`config.mk`:
```
export PLATFORM = sky130hd
export DESIGN_NAME = umul_8b_arb_seq
export DESIGN_NICKNAME = d
export VERILOG_FILES = /design/src/rtl/umul_arb_pkg.sv /design/src/rtl/umul_8b_iter.sv /design/src/rtl/umul_8b_arb_seq.sv
export SDC_FILE = /design/constraint.sdc
export NUM_CORES = 1
export LEC_CHECK = 0
export BUFFER_PORTS_ARGS = -buffer_cell sky130_fd_sc_hd__buf_2
export CAP_MARGIN = 20
export CORE_MARGIN = 2
export CORE_UTILIZATION = 45
export DETAILED_ROUTE_END_ITERATION = 8
export PLACE_DENSITY = 0.67
export SLEW_MARGIN = 20
export SYNTH_ARGS = -nofsm -noshare
export SYNTH_HDL_FRONTEND = slang
export SYNTH_SLANG_ARGS = --single-unit
```
`constraint.sdc`:
```
create_clock -name clk -period 2.5 [get_ports clk]
set_input_delay 0.25 -clock clk [delete_from_list [all_inputs] [get_ports clk]]
set_output_delay 0.25 -clock clk [all_outputs]
set_load 0.05 [all_outputs]
```
`src/rtl/umul_arb_pkg.sv`:
```
// Shared types and constants for the arbitrated iterative unsigned multiplier.
// Consumers: umul_8b_iter and umul_8b_arb_seq.
package umul_arb_pkg;

    localparam int NBITS_DEFAULT = 8;

    typedef enum logic [1:0] {
        IDLE = 2'd0,
        CALC = 2'd1,
        DONE = 2'd2
    } state_e;

    typedef logic [2*NBITS_DEFAULT-1:0] prod_t;

endpackage

```
`src/rtl/umul_8b_iter.sv`:
```
// Shift-add datapath: one partial-product step per cycle under FSM control.
// Optional macro UMUL_ARB_EARLY_TERM_EN ends the run once the multiplier is exhausted.
module umul_8b_iter
    import umul_arb_pkg::*;
#(
    parameter int NBITS = NBITS_DEFAULT
) (
    input  logic               clk,
    input  logic               reset,
    input  logic               start_s,
    input  logic               step_s,
    input  logic [NBITS-1:0]   in0_s,
    input  logic [NBITS-1:0]   in1_s,
    output logic               last_step_s,
    output logic [2*NBITS-1:0] acc_nxt_s
);

    localparam int CW = $clog2(NBITS + 1);

    logic [2*NBITS-1:0] a_r;
    logic [2*NBITS-1:0] acc_r;
    logic [NBITS-1:0]   b_r;
    logic [CW-1:0]      count_r;
    logic [NBITS-1:0]   b_nxt_s;

    // Next accumulator/multiplier values and detection of the final step
    always_comb begin
        b_nxt_s = b_r >> 1;
        if (b_r[0]) begin
            acc_nxt_s = acc_r + a_r;
        end else begin
            acc_nxt_s = acc_r;
        end
`ifdef UMUL_ARB_EARLY_TERM_EN
        last_step_s = (count_r == CW'(NBITS - 1)) || (b_nxt_s == {NBITS{1'b0}});
`else
        last_step_s = (count_r == CW'(NBITS - 1));
`endif
    end

    // Operand, accumulator and step-count registers
    always_ff @(posedge clk) begin
        if (!reset) begin
            a_r     <= {(2*NBITS){1'b0}};
            b_r     <= {NBITS{1'b0}};
            acc_r   <= {(2*NBITS){1'b0}};
            count_r <= {CW{1'b0}};
        end else if (start_s) begin
            a_r     <= {{NBITS{1'b0}}, in0_s};
            b_r     <= in1_s;
            acc_r   <= {(2*NBITS){1'b0}};
            count_r <= {CW{1'b0}};
        end else if (step_s) begin
            a_r     <= a_r << 1;
            b_r     <= b_nxt_s;
            acc_r   <= acc_nxt_s;
            count_r <= count_r + CW'(1);
        end else begin
            a_r     <= a_r;
            b_r     <= b_r;
            acc_r   <= acc_r;
            count_r <= count_r;
        end
    end

endmodule

```
`src/rtl/umul_8b_arb_seq.sv`:
```
// Two-port round-robin front end sharing one iterative shift-add multiplier.
// Optional macro UMUL_ARB_EARLY_TERM_EN (in umul_8b_iter) shortens CALC for small multipliers.
module umul_8b_arb_seq
    import umul_arb_pkg::*;
#(
    parameter int NBITS = NBITS_DEFAULT
) (
    input  logic               clk,
    input  logic               reset,
    input  logic               req0_val,
    output logic               req0_rdy,
    input  logic [NBITS-1:0]   req0_in0,
    input  logic [NBITS-1:0]   req0_in1,
    input  logic               req1_val,
    output logic               req1_rdy,
    input  logic [NBITS-1:0]   req1_in0,
    input  logic [NBITS-1:0]   req1_in1,
    output logic               resp_val,
    input  logic               resp_rdy,
    output logic               resp_id,
    output logic [2*NBITS-1:0] resp_out
);

    state_e             state_r;
    state_e             state_nxt_s;
    logic               ptr_r;
    logic               id_r;
    logic               resp_val_r;
    logic               resp_id_r;
    logic [2*NBITS-1:0] resp_out_r;

    logic               grant_s;
    logic               fire_s;
    logic               step_s;
    logic               last_step_s;
    logic [NBITS-1:0]   in0_sel_s;
    logic [NBITS-1:0]   in1_sel_s;
    logic [2*NBITS-1:0] acc_nxt_s;

    // Round-robin grant, ready generation and next-state selection
    always_comb begin
        state_nxt_s = state_r;
        grant_s     = 1'b0;
        fire_s      = 1'b0;
        step_s      = 1'b0;
        req0_rdy    = 1'b0;
        req1_rdy    = 1'b0;
        case (state_r)
            IDLE: begin
                // On a tie the pointer names the last winner, so the other side goes
                if (req0_val && req1_val) begin
                    grant_s = ~ptr_r;
                end else if (req1_val) begin
                    grant_s = 1'b1;
                end else begin
                    grant_s = 1'b0;
                end
                fire_s   = req0_val || req1_val;
                req0_rdy = fire_s && !grant_s;
                req1_rdy = fire_s && grant_s;
                if (fire_s) begin
                    state_nxt_s = CALC;
                end else begin
                    state_nxt_s = IDLE;
                end
            end
            CALC: begin
                step_s = 1'b1;
                if (last_step_s) begin
                    state_nxt_s = DONE;
                end else begin
                    state_nxt_s = CALC;
                end
            end
            DONE: begin
                if (resp_rdy) begin
                    state_nxt_s = IDLE;
                end else begin
                    state_nxt_s = DONE;
                end
            end
            default: begin
                state_nxt_s = IDLE;
            end
        endcase
    end

    // Operand select for the granted requester
    always_comb begin
        if (grant_s) begin
            in0_sel_s = req1_in0;
            in1_sel_s = req1_in1;
        end else begin
            in0_sel_s = req0_in0;
            in1_sel_s = req0_in1;
        end
    end

    umul_8b_iter #(
        .NBITS (NBITS)
    ) u_iter (
        .clk         (clk),
        .reset       (reset),
        .start_s     (fire_s),
        .step_s      (step_s),
        .in0_s       (in0_sel_s),
        .in1_s       (in1_sel_s),
        .last_step_s (last_step_s),
        .acc_nxt_s   (acc_nxt_s)
    );

    // State, owner tag, arbitration pointer and registered response
    always_ff @(posedge clk) begin
        if (!reset) begin
            state_r    <= IDLE;
            ptr_r      <= 1'b1;
            id_r       <= 1'b0;
            resp_val_r <= 1'b0;
            resp_id_r  <= 1'b0;
            resp_out_r <= {(2*NBITS){1'b0}};
        end else begin
            state_r <= state_nxt_s;
            if (fire_s) begin
                id_r <= grant_s;
            end else begin
                id_r <= id_r;
            end
            // Pointer moves only on the response handshake, never on grant
            if ((state_r == CALC) && last_step_s) begin
                resp_val_r <= 1'b1;
                resp_id_r  <= id_r;
                resp_out_r <= acc_nxt_s;
                ptr_r      <= ptr_r;
            end else if ((state_r == DONE) && resp_rdy) begin
                resp_val_r <= 1'b0;
                resp_id_r  <= resp_id_r;
                resp_out_r <= resp_out_r;
                ptr_r      <= id_r;
            end else begin
                resp_val_r <= resp_val_r;
                resp_id_r  <= resp_id_r;
                resp_out_r <= resp_out_r;
                ptr_r      <= ptr_r;
            end
        end
    end

    assign resp_val = resp_val_r;
    assign resp_id  = resp_id_r;
    assign resp_out = resp_out_r;

endmodule

```
### Word-level counts from Yosys, hierarchy flattened

Cells that the tools add are included.

* bits in registers: 66
* input bits: 37
* output and inout bits: 20
* word-level logic and storage cells: 52

* $add $sub $neg: 2
* equal/unequal tests: 3
* muxes and demuxes: 21
* bitwise operators: 3
* reductions and logical operators: 12

Operator list (count)
* 8-bit 2-to-1 mux: 6
* 16-bit adder: 1
* 16-bit 2-to-1 mux: 1
* 1-bit 2-to-1 mux: 11
* 2-bit one-hot mux with 3 select lines: 1
* 1-bit logical AND: 5
* 4-bit by 1-bit adder with 4-bit output, second input constant: 1
* 4-bit by 3-bit == test with 1-bit output, second input constant: 1
* 2-bit 2-to-1 mux: 2
* 2-bit nonzero test: 2
* 1-bit inverter: 3
* 2-bit by 1-bit == test with 1-bit output, second input constant: 1
* 2-bit == test, second input constant: 1
* 2-bit logical NOT: 1
* 2-bit AND reduction: 1
* 2-bit OR reduction: 1
* 1-bit logical NOT: 1
* 1-bit logical OR: 1

### Longest topological paths before layout

* depth in word-level cells: 6
* mapped depth: 8
* gate-level depth less buffers: 8

### Hierarchy

A second synthesis with hierarchy kept.

* cell total of the unflattened synthesis: 415
* area, all modules: 3757.4 µm²

Modules (own cells, without submodules)
* umul_8b_iter: times used 1, cells an instance 294, area each 2605.0 µm²
* umul_8b_arb_seq: times used 1, cells an instance 121, area each 1152.4 µm²

### Least setup slack after synthesis

Ideal clock, no wire load.

* kind: register -> register
* start point: register u_iter.acc_r[0]
* end point: register resp_out_r[8] (netlist: resp_out[8])
* arrival: 2.101 ns
* required time: 2.426 ns
* slack: 0.325 ns
* cell stages (with the launch flop): 9
* buffers on the path: 0
* period minus slack after synthesis: 2.175 ns
* path through: dfxtp_1 > ha_1 > fa_1 > a21oi_1 > o211a_1 > o21bai_1 > a21oi_1 > mux2_2 > a31oi_1

* cells in the longest elaborated chain, start to end: 2

RTL lines
* start, declared: RTL line umul_8b_iter.sv:21 `logic [2*NBITS-1:0] acc_r;`
* start signal, assigned: RTL line umul_8b_iter.sv:46 `acc_r <= {(2*NBITS){1'b0}};`
* start signal, assigned: RTL line umul_8b_iter.sv:51 `acc_r <= {(2*NBITS){1'b0}};`
* start signal, assigned: RTL line umul_8b_iter.sv:56 `acc_r <= acc_nxt_s;`
* 16-bit adder: RTL line umul_8b_iter.sv:30 `acc_nxt_s = acc_r + a_r;`
* 16-bit 2-to-1 mux: RTL line umul_8b_iter.sv:29 `if (b_r[0]) begin`
* end signal, assigned: RTL line umul_8b_arb_seq.sv:120 `resp_out_r <= {(2*NBITS){1'b0}};`
* end signal, assigned: RTL line umul_8b_arb_seq.sv:132 `resp_out_r <= acc_nxt_s;`
* end signal, assigned: RTL line umul_8b_arb_seq.sv:137 `resp_out_r <= resp_out_r;`
* end, declared: RTL line umul_8b_arb_seq.sv:30 `logic [2*NBITS-1:0] resp_out_r;`

Every way passes these cells.
A chain may end at the register's enable or synchronous reset.

### Worst setup path after layout

Ends and elaborated chain as after synthesis.

==> flow_summary.toml <==
[drt]
drc = 0
via_per_inst = 5.73
dr.first_iter.drc_count = 254
drt-total-wl_um = 8870
dr.pass1.iters = 5
ant_nets = 0
routedWlPerCell_um = 15.0
vias = 3384

[final_layout]
layout_commonest_cell = "nand2_1"
nFillCells = 742
n_antenna_cell = 0
multi_input_area_sq_um = 2100
stdcell_area_sq_um = 4120
final_nets = 538
areaGrowthSynthToFinish_pct = 15.9
regArea_sq_um = 1320
fin_util = 0.536
final_cell_mix = "nand2_1 (67), dfxtp_1 (66), buf_2 (56)"
drive_gt1_frac = 0.186

[cts]
cts_tree = "built"
htree_levels = 3
cts_buffers = 9
cts-root-buf = "clkbuf_8"
clkSlewWorstSetupHoldPaths_ns = 0.08
clk_path_buf_depth = 2
clock_sinks = 66
insertion_delay_ns = 0.35

[timing]
setup_viol = 0
fin_crit_sh = 0.935
final_max_slew_viol_count = 0
fin_skew_ns = 0.0125
slew_headroom = 0.614
finalSetupTns_ns = 0
fmaxAchievable_ghz = 0.428
hold_viol_final = 0
worst_pin_slew_ns = 0.579
rsz0062_at_grt = "false"
period_needed_ns = 2.34

[power]
finalPower_uw = 2350
leakage_uw = 0.00171
irDropWorstVdd_uv = 249
powerDensity_nw_per_um2 = 572

[worst_setup_path]
cpPeakStageDelay_ns = 0.43
crit_arrival_ns = 2.61
cp-end-kind = "flip-flop"
critPathLaunchType = "flip-flop"
path_delay_family = "compound AO/OA/AOI/OAI gates"
criticalPathCategory = "flip-flop to flip-flop"
critical_path.cell_chain = "ha_1, fa_1, a21oi_1, o211a_1, o21bai_1, a21oi_2, mux2_2, a31oi_1"
cp_data_required_time_ns = 2.78
cp_slowest_cell = "fa_1"
path_buf_inv = 0
path_max_fanout = 3

[global_route]
antenna_found_initial = 0
grt_max_degree = 29
grt_pass1_wl_um = 14500
grt_pass1_vias = 2970
overflow = 0
grt_use_total = 0.211

[synth]
synth_edf_count = 0
yosysSeqAreaShare = 0.372
avgSynthCellArea_sq_um = 8.15
synth_cell_type_count = 52
synth-main-ff-cell = "dfxtp_1"
synth-seq-cells = 66
synthCells = 436
async_flop_share = 0
synth_nets = 490
yosys_warnings = 0
netlist_area_sq_um = 3550

[flow_run]
cap_violations = 0

[placed_design]
dpl.hpwl_um = 6270
place_congestion = 0.940
place_area_sq_um = 3920
io_buffers = 56

[floorplan]
io_pins = 57
dieArea_sq_um = 8620
initial_utilization = 0.462
die_h_um = 92.9
num_rows = 32
die_x_um = 92.9
coreArea_sq_um = 7690

[hold_path]
min_path_type = "input pin to flip-flop"

[run_status]
outcome = "complete, no violations"
power by group:
part	leakage [uW]	internal, uW	switching, uW	total (uW)
clock network	0.000103	485	413	897
logic	0.00107	128	206	334
registers	0.000536	1090	34.0	1120
cell type report:
cell class,count,area share
clock buffer,11,0.0343
clock inverter,5,0.0131
inverter,3,0.00273
multi-input combinational,337,0.510
sequential,66,0.321
tap,102,0.0310
timing repair buffer,67,0.0881
cells by family (layout without fill, tap and decap cells):
logic type	count (synthesis)	count (layout)	share of synthesized area
flops	66	66	0.372
mux	12	12	0.0342
fa+ha+maj	17	17	0.0620
simple gates	146	146	0.193
buf+inv	33	86	0.0384
xor+xnor	12	12	0.0296
compound gates	150	150	0.271
what timing repair did:
item / CTS / global route
setup endpoints to repair: 0 / 1
buffers inserted: 0 / 0
hold buffers: 0 / 0
gates resized for setup: 0 / 1
state kept, by name, summed over array words and instances (netlist names):
register and cells:
resp_val 1, u_iter.acc_r 16, ptr_r 1, state_r 2
resp_id 1, u_iter.a_r 16, id_r 1, resp_out 16
u_iter.count_r 4, u_iter.b_r 8
worst register-to-register path: stages, from the launching register on:
cell	delay, ns
dfxtp_1	0.33
ha_1	0.24
fa_1	0.43
a21oi_1	0.22
o211a_1	0.22
o21bai_1	0.11
a21oi_2	0.22
mux2_2	0.35
a31oi_1	0.15
metrics by stage:
stage               instances  hold WS, ns  setup slack, ns
global route              591        0.202           0.0381
CTS                       591        0.196            0.120
global placement          575        0.454            0.229
floorplan                 436        0.444            0.325
detailed placement        575        0.468            0.162
finish                    591        0.201            0.163
synth_stat cells (all sizes together), types with 3 or more instances:
master / n / area (sq um)
nor3: 8 / 50.1
or3: 4 / 30.0
ha: 16 / 200
o221ai: 13 / 114
and3: 3 / 18.8
nand4: 6 / 37.5
o211ai: 3 / 22.5
o21a: 4 / 30.0
nor2: 25 / 93.8
a21oi: 48 / 240
o22ai: 12 / 75.1
nor2b: 5 / 31.3
xnor2: 7 / 61.3
o211a: 6 / 60.1
nand3: 12 / 60.1
a211oi: 9 / 67.6
clkbuf: 24 / 91.3
buf: 6 / 33.8
a21boi: 5 / 37.5
nand2b: 4 / 25.0
o21ai: 27 / 135
dfxtp: 66 / 1320
mux2i: 11 / 110
a31o: 3 / 26.3
and2: 3 / 18.8
inv: 3 / 11.3
nand2: 67 / 251
xor2: 5 / 43.8
a31oi: 7 / 43.8
a21o: 6 / 45.0
final timing paths:
kind	endpoint	cells after the start	startpoint	slack [ns]
worst max-delay path	resp_out[8]	8	u_iter.acc_r[0]	0.16
worst min-delay path	u_iter.b_r[1]	3	req0_in1[1]	0.20
worst max register to register	resp_out[8]	8	u_iter.acc_r[0]	0.16
worst min register to register	u_iter.acc_r[9]	2	u_iter.acc_r[9]	0.47
per-layer routing:
layer / track usage / vias up / part of all wire
met5: 0 / - / 0
li1: - / 1698 / -
met3: 0.0374 / 8 / 0.047
met4: 0.0772 / 0 / 0.011
met2: 0.310 / 86 / 0.45
met1: 0.308 / 1592 / 0.49
Power figures use the tool's default switching activity.
